<file path="config.mk">
export PLATFORM = sky130hd
export DESIGN_NAME = debounce_bank
export DESIGN_NICKNAME = d
export VERILOG_FILES = /design/src/rtl/debounce_bank.sv
export SDC_FILE = /design/constraint.sdc
export NUM_CORES = 1
export LEC_CHECK = 0
export CAP_MARGIN = 10
export CORE_MARGIN = 2
export CORE_UTILIZATION = 50
export DETAILED_ROUTE_END_ITERATION = 16
export PLACE_DENSITY_LB_ADDON = 0.05
export SLEW_MARGIN = 10
export SYNTH_ARGS = -nofsm -noshare
export SYNTH_HDL_FRONTEND = slang
export SYNTH_SLANG_ARGS = --single-unit
</file>
<file path="constraint.sdc">
create_clock -name clk_i -period 4.1 [get_ports clk_i]
set_input_delay 0.615 -clock clk_i [delete_from_list [all_inputs] [get_ports clk_i]]
set_output_delay 0.615 -clock clk_i [all_outputs]
set_load 0.02 [all_outputs]
</file>
<file path="src/rtl/debounce_bank.sv">
// Multi-channel debouncer: per-channel synchroniser, debounce counter, stable
// level with single-cycle press/release pulses and an optional long-press flag.
module debounce_bank #(
    parameter int unsigned       NUM_CH            = 4,
    parameter int unsigned       DEBOUNCE_INTERVAL = 4000000,
    parameter int unsigned       SYNC_STAGES       = 2,
    parameter int unsigned       HOLD_INTERVAL     = 0,
    parameter logic [NUM_CH-1:0] INVERT            = '0
) (
    input  logic              clk_i,
    input  logic              rst_ni,
    input  logic [NUM_CH-1:0] btn_i,
    output logic [NUM_CH-1:0] btn_o,
    output logic [NUM_CH-1:0] rise_o,
    output logic [NUM_CH-1:0] fall_o,
    output logic [NUM_CH-1:0] hold_o
);

    localparam int unsigned   CW      = $clog2(DEBOUNCE_INTERVAL + 1);
    localparam logic [CW-1:0] CNT_MAX = CW'(DEBOUNCE_INTERVAL);

    for (genvar i = 0; i < NUM_CH; i++) begin : g_ch
        logic [SYNC_STAGES-1:0] sync_q;
        logic                   s;
        logic                   cand_q;
        logic [CW-1:0]          cnt_q;
        logic                   btn_q;
        logic                   rise_q;
        logic                   fall_q;
        logic                   accept;

        assign s      = sync_q[SYNC_STAGES-1];
        // A candidate is accepted only after it has been steady for the full interval.
        assign accept = (s == cand_q) && (cnt_q == CNT_MAX) && (cand_q != btn_q);

        always_ff @(posedge clk_i or negedge rst_ni) begin
            if (!rst_ni) begin
                sync_q <= '0;
                cand_q <= 1'b0;
                cnt_q  <= '0;
                btn_q  <= 1'b0;
                rise_q <= 1'b0;
                fall_q <= 1'b0;
            end else begin
                sync_q <= {sync_q[SYNC_STAGES-2:0], btn_i[i] ^ INVERT[i]};
                rise_q <= accept && cand_q;
                fall_q <= accept && !cand_q;
                if (s != cand_q) begin
                    cand_q <= s;
                    cnt_q  <= '0;
                end else if (cnt_q < CNT_MAX) begin
                    cnt_q <= cnt_q + 1'b1;
                end else if (accept) begin
                    btn_q <= cand_q;
                end
            end
        end

        assign btn_o[i]  = btn_q;
        assign rise_o[i] = rise_q;
        assign fall_o[i] = fall_q;

        if (HOLD_INTERVAL > 0) begin : g_hold
            localparam int unsigned   HW       = $clog2(HOLD_INTERVAL + 1);
            localparam logic [HW-1:0] HOLD_MAX = HW'(HOLD_INTERVAL);

            logic [HW-1:0] hcnt_q;
            logic [HW-1:0] hcnt_d;
            logic          btn_d;
            logic          hold_q;

            // Look at next-cycle values so hold drops on the very edge btn_o falls.
            always_comb begin
                btn_d  = accept ? cand_q : btn_q;
                hcnt_d = hcnt_q;
                if (!btn_q || (accept && cand_q)) begin
                    hcnt_d = '0;
                end else if (hcnt_q < HOLD_MAX) begin
                    hcnt_d = hcnt_q + 1'b1;
                end
            end

            always_ff @(posedge clk_i or negedge rst_ni) begin
                if (!rst_ni) begin
                    hcnt_q <= '0;
                    hold_q <= 1'b0;
                end else begin
                    hcnt_q <= hcnt_d;
                    hold_q <= btn_d && (hcnt_d == HOLD_MAX);
                end
            end

            assign hold_o[i] = hold_q;
        end else begin : g_no_hold
            assign hold_o[i] = 1'b0;
        end
    end

endmodule

</file>
==> summary.md <==
| Metric | Value |
|---|---|
| TNS Setup | `0 ns` |
| Req. time, crit path | `4.35 ns` |
| Critical Path Source | `g_ch[1].cnt_q[8]` |
| Critical path endpoint category | `register` |
| Cell area after synthesis | `0.00602 mm²` |
| Top post-synthesis cells by count | `dfrtp_1 (112), nor2_1 (63), nand2_1 (49), a21oi_1 (47), o21ai_0 (39)` |
| Crit Reg-Reg Startpoint | `g_ch[1].cnt_q[8]` |
| WL final | `11.9 mm` |
| CP top delay family | `compound AO/OA/AOI/OAI gates` |
| Synth-to-layout area growth | `8.07%` |
| # nets final | `655` |
| Critical-path top delay cell | `a211oi_1` |
| Flops & latches, synth | `112` |
| Height of the chip | `114 µm` |
| CP Buf/Inv Count | `0` |
| Slew headroom | `27.4%` |
| CTS Buf Count | `9` |
| Area of the core | `0.0119 mm²` |
| Hold Crit Class | `reg2reg` |
| Synth unique cells | `56` |
| Peak VDD IR | `236 µV` |
| Warnings from Yosys | `0` |
| Vias | `4639` |
| # resized after CTS | `0` |
| Largest net degree at the start of global routing | `76` |
| Sink Count | `112` |
| Crit-path max cell delay | `0.88 ns` |
| Max-Cap Viols | `0` |
| Worst hold start | `g_ch[3].sync_q[0]` |
| Area leader, netlist | `dfrtp_1` |
| Register area share after synthesis | `46.6%` |
| Syn Area/Cell | `9.33 µm²` |
| Total track usage | `20.0%` |
| Leakage | `2.61 nW` |
| Post-synth ARST share | `100%` |
| R2R setup slack | `1.55 ns` |
| Outcome | `finished clean` |
| Setup Viol. Count Final | `0` |
| DP Area | `0.00620 mm²` |
| WHS Endpoint | `g_ch[3].sync_q[1]` |
| Yosys top cell area share | `46.6%` |
| Diodes inserted | `0` |
| Die Wd | `114 µm` |
| Final hold viol count | `0` |
| Pins Over Slew Limit | `0` |
| Synthesized instance count | `645` |
| Final min period | `2.55 ns` |
| Post-DP HPWL | `8.06 mm` |
| CP arrival | `2.79 ns` |
| Total iterations of the first detailed-routing run | `5` |
| # port buffers | `17` |
| P per Cell Area | `336 mW/mm²` |
| Worst-path cell chain | `o31ai_1 > nand3_1 > a211oi_1 > a31oi_1 > a41o_1` |
| Worst Path Class, Setup | `reg2reg` |
| Reg2Reg Capture Point | `g_ch[1].cnt_q[13]` |
| Setup bufs post-CTS | `0` |
| Htree depth | `3` |
| Antenna violations before repair | `0` |
| TritonCTS clock tree | `built` |
| Drt via density | `5.85` |
| Predominant post-synthesis flop cell | `dfrtp_1` |
| Crit start category | `register` |
| Root buf cell | `clkbuf_16` |
| Final Cell Area | `0.00650 mm²` |
| DRC violations left | `0` |
| Most frequent cell after synthesis | `dfrtp_1` |
| Clk_lat worst skew | `0.35 ns` |
| IO Count | `22` |
| Worst slew pin tran | `1.08 ns` |
| DR WL/cell | `15.0 µm` |
| Share of cells above drive strength 1 | `6.81%` |
| Hold buffer count at CTS | `0` |
| Starting DRT DRC Count | `408` |
| Starting density of the core | `50.7%` |
| Worst Hold Depth | `0` |
| Crit Path Max Fanout | `14` |
| RSZ-0062 raised after global routing | `false` |
| FF-to-FF path depth | `5` |
| Clock Skew | `0.00519 ns` |
| GRT overflow | `0` |
| Post-DRT Antenna Nets | `0` |
| Clock tree buffer depth | `2` |
| Final-layout fill cell count | `1104` |
| Area of the die | `0.0129 mm²` |
| First-pass GRT wire length | `20.9 mm` |
| Fmax | `393 MHz` |
| Clock transition at path regs | `0.07 ns` |
| Crit share post-route | `62.1%` |
| Std cell rows | `40` |
| Top cells by area, synth | `dfrtp_1 (47%), xnor2_1 (4.2%), nor2_1 (3.9%)` |
| Post-synth EDFFs | `0` |
| GP Congestion | `0.819` |
| Number of global-route vias before repair | `4317` |
sequential cells by signal, indices dropped and copies added, names as in the netlist:
name and count:
g_ch.btn_q 4, g_ch.cand_q 4, g_ch.cnt_q 88, g_ch.fall_q 4
g_ch.rise_q 4, g_ch.sync_q 8
kinds of logic (layout without fill, tap and decap cells):
| kind of cell | after synthesis | in the layout | share of synthesized area (%) |
|---|---|---|---|
| simple gates | 272 | 272 | 24.0 |
| compound gates | 144 | 144 | 16.0 |
| flops | 112 | 112 | 46.6 |
| buf+inv | 65 | 63 | 5.26 |
| xor+xnor | 38 | 38 | 5.53 |
| fa+ha+maj | 8 | 8 | 1.66 |
| mux | 5 | 5 | 0.853 |
| other cells | 1 | 4 | 0.0623 |
final cells by class:
class / instances / area [µm²] / share of cell area, %
inverter: 24 / 90.1 / 1.39
timing repair buffer: 23 / 213 / 3.27
clock inverter: 2 / 10.0 / 0.154
multi-input combinational: 471 / 2910 / 44.7
tap: 147 / 184 / 2.83
clock buffer: 14 / 294 / 4.52
sequential: 112 / 2800 / 43.1
power by group:
group / switching [mW] / internal (mW)
Clock: 0.386 / 0.494
Sequential: 0.0321 / 1.13
Combinational: 0.0964 / 0.0475
worst max path at each step:
stage / to / slack, ns / cells past startpoint
after global routing: g_ch[1].cnt_q[9] / 1.30 / 5
after global placement: g_ch[1].cnt_q[9] / 1.67 / 5
after CTS: g_ch[1].cnt_q[13] / 1.58 / 5
after detailed placement: g_ch[1].cnt_q[13] / 1.59 / 5
final: g_ch[1].cnt_q[13] / 1.55 / 5
after floorplan: g_ch[2].cnt_q[19] / 2.16 / 5
placed cells by master, fill, tap and decap left out, types with 9 or more instances in the layout:
master / count
a21oi_1: 47
and4_1: 9
clkbuf_16: 9
clkdlybuf4s50_1: 16
dfrtp_1: 112
inv_1: 24
nand2_1: 49
nand3_1: 33
nand4_1: 23
nor2_1: 63
nor3_1: 11
nor4_1: 13
o21ai_0: 39
o31ai_1: 9
or3_1: 28
or4_1: 10
xnor2_1: 29
xor2_1: 9
routing by layer:
metal,GRT usage (%),vias to the layer above,part of all wire [%]
met3,4.94,11,3.6
met2,31.9,87,47
met5,0,-,0
met4,4.63,0,0.96
li1,-,2312,-
met1,27.9,2229,49
stage by stage:
stage	utilization [%]	hold WS, ns	cells	setup slack [ns]	total power [mW]
after floorplan	-	0.319	648	2.16	1.27
after global placement	52.2	0.338	777	1.67	1.32
after detailed placement	52.2	0.347	777	1.59	1.33
after CTS	54.8	0.362	793	1.58	2.22
after global routing	54.8	0.375	793	1.30	2.29
final	54.8	0.358	793	1.55	2.18
Note: power is estimated with default switching activity, not from simulation.
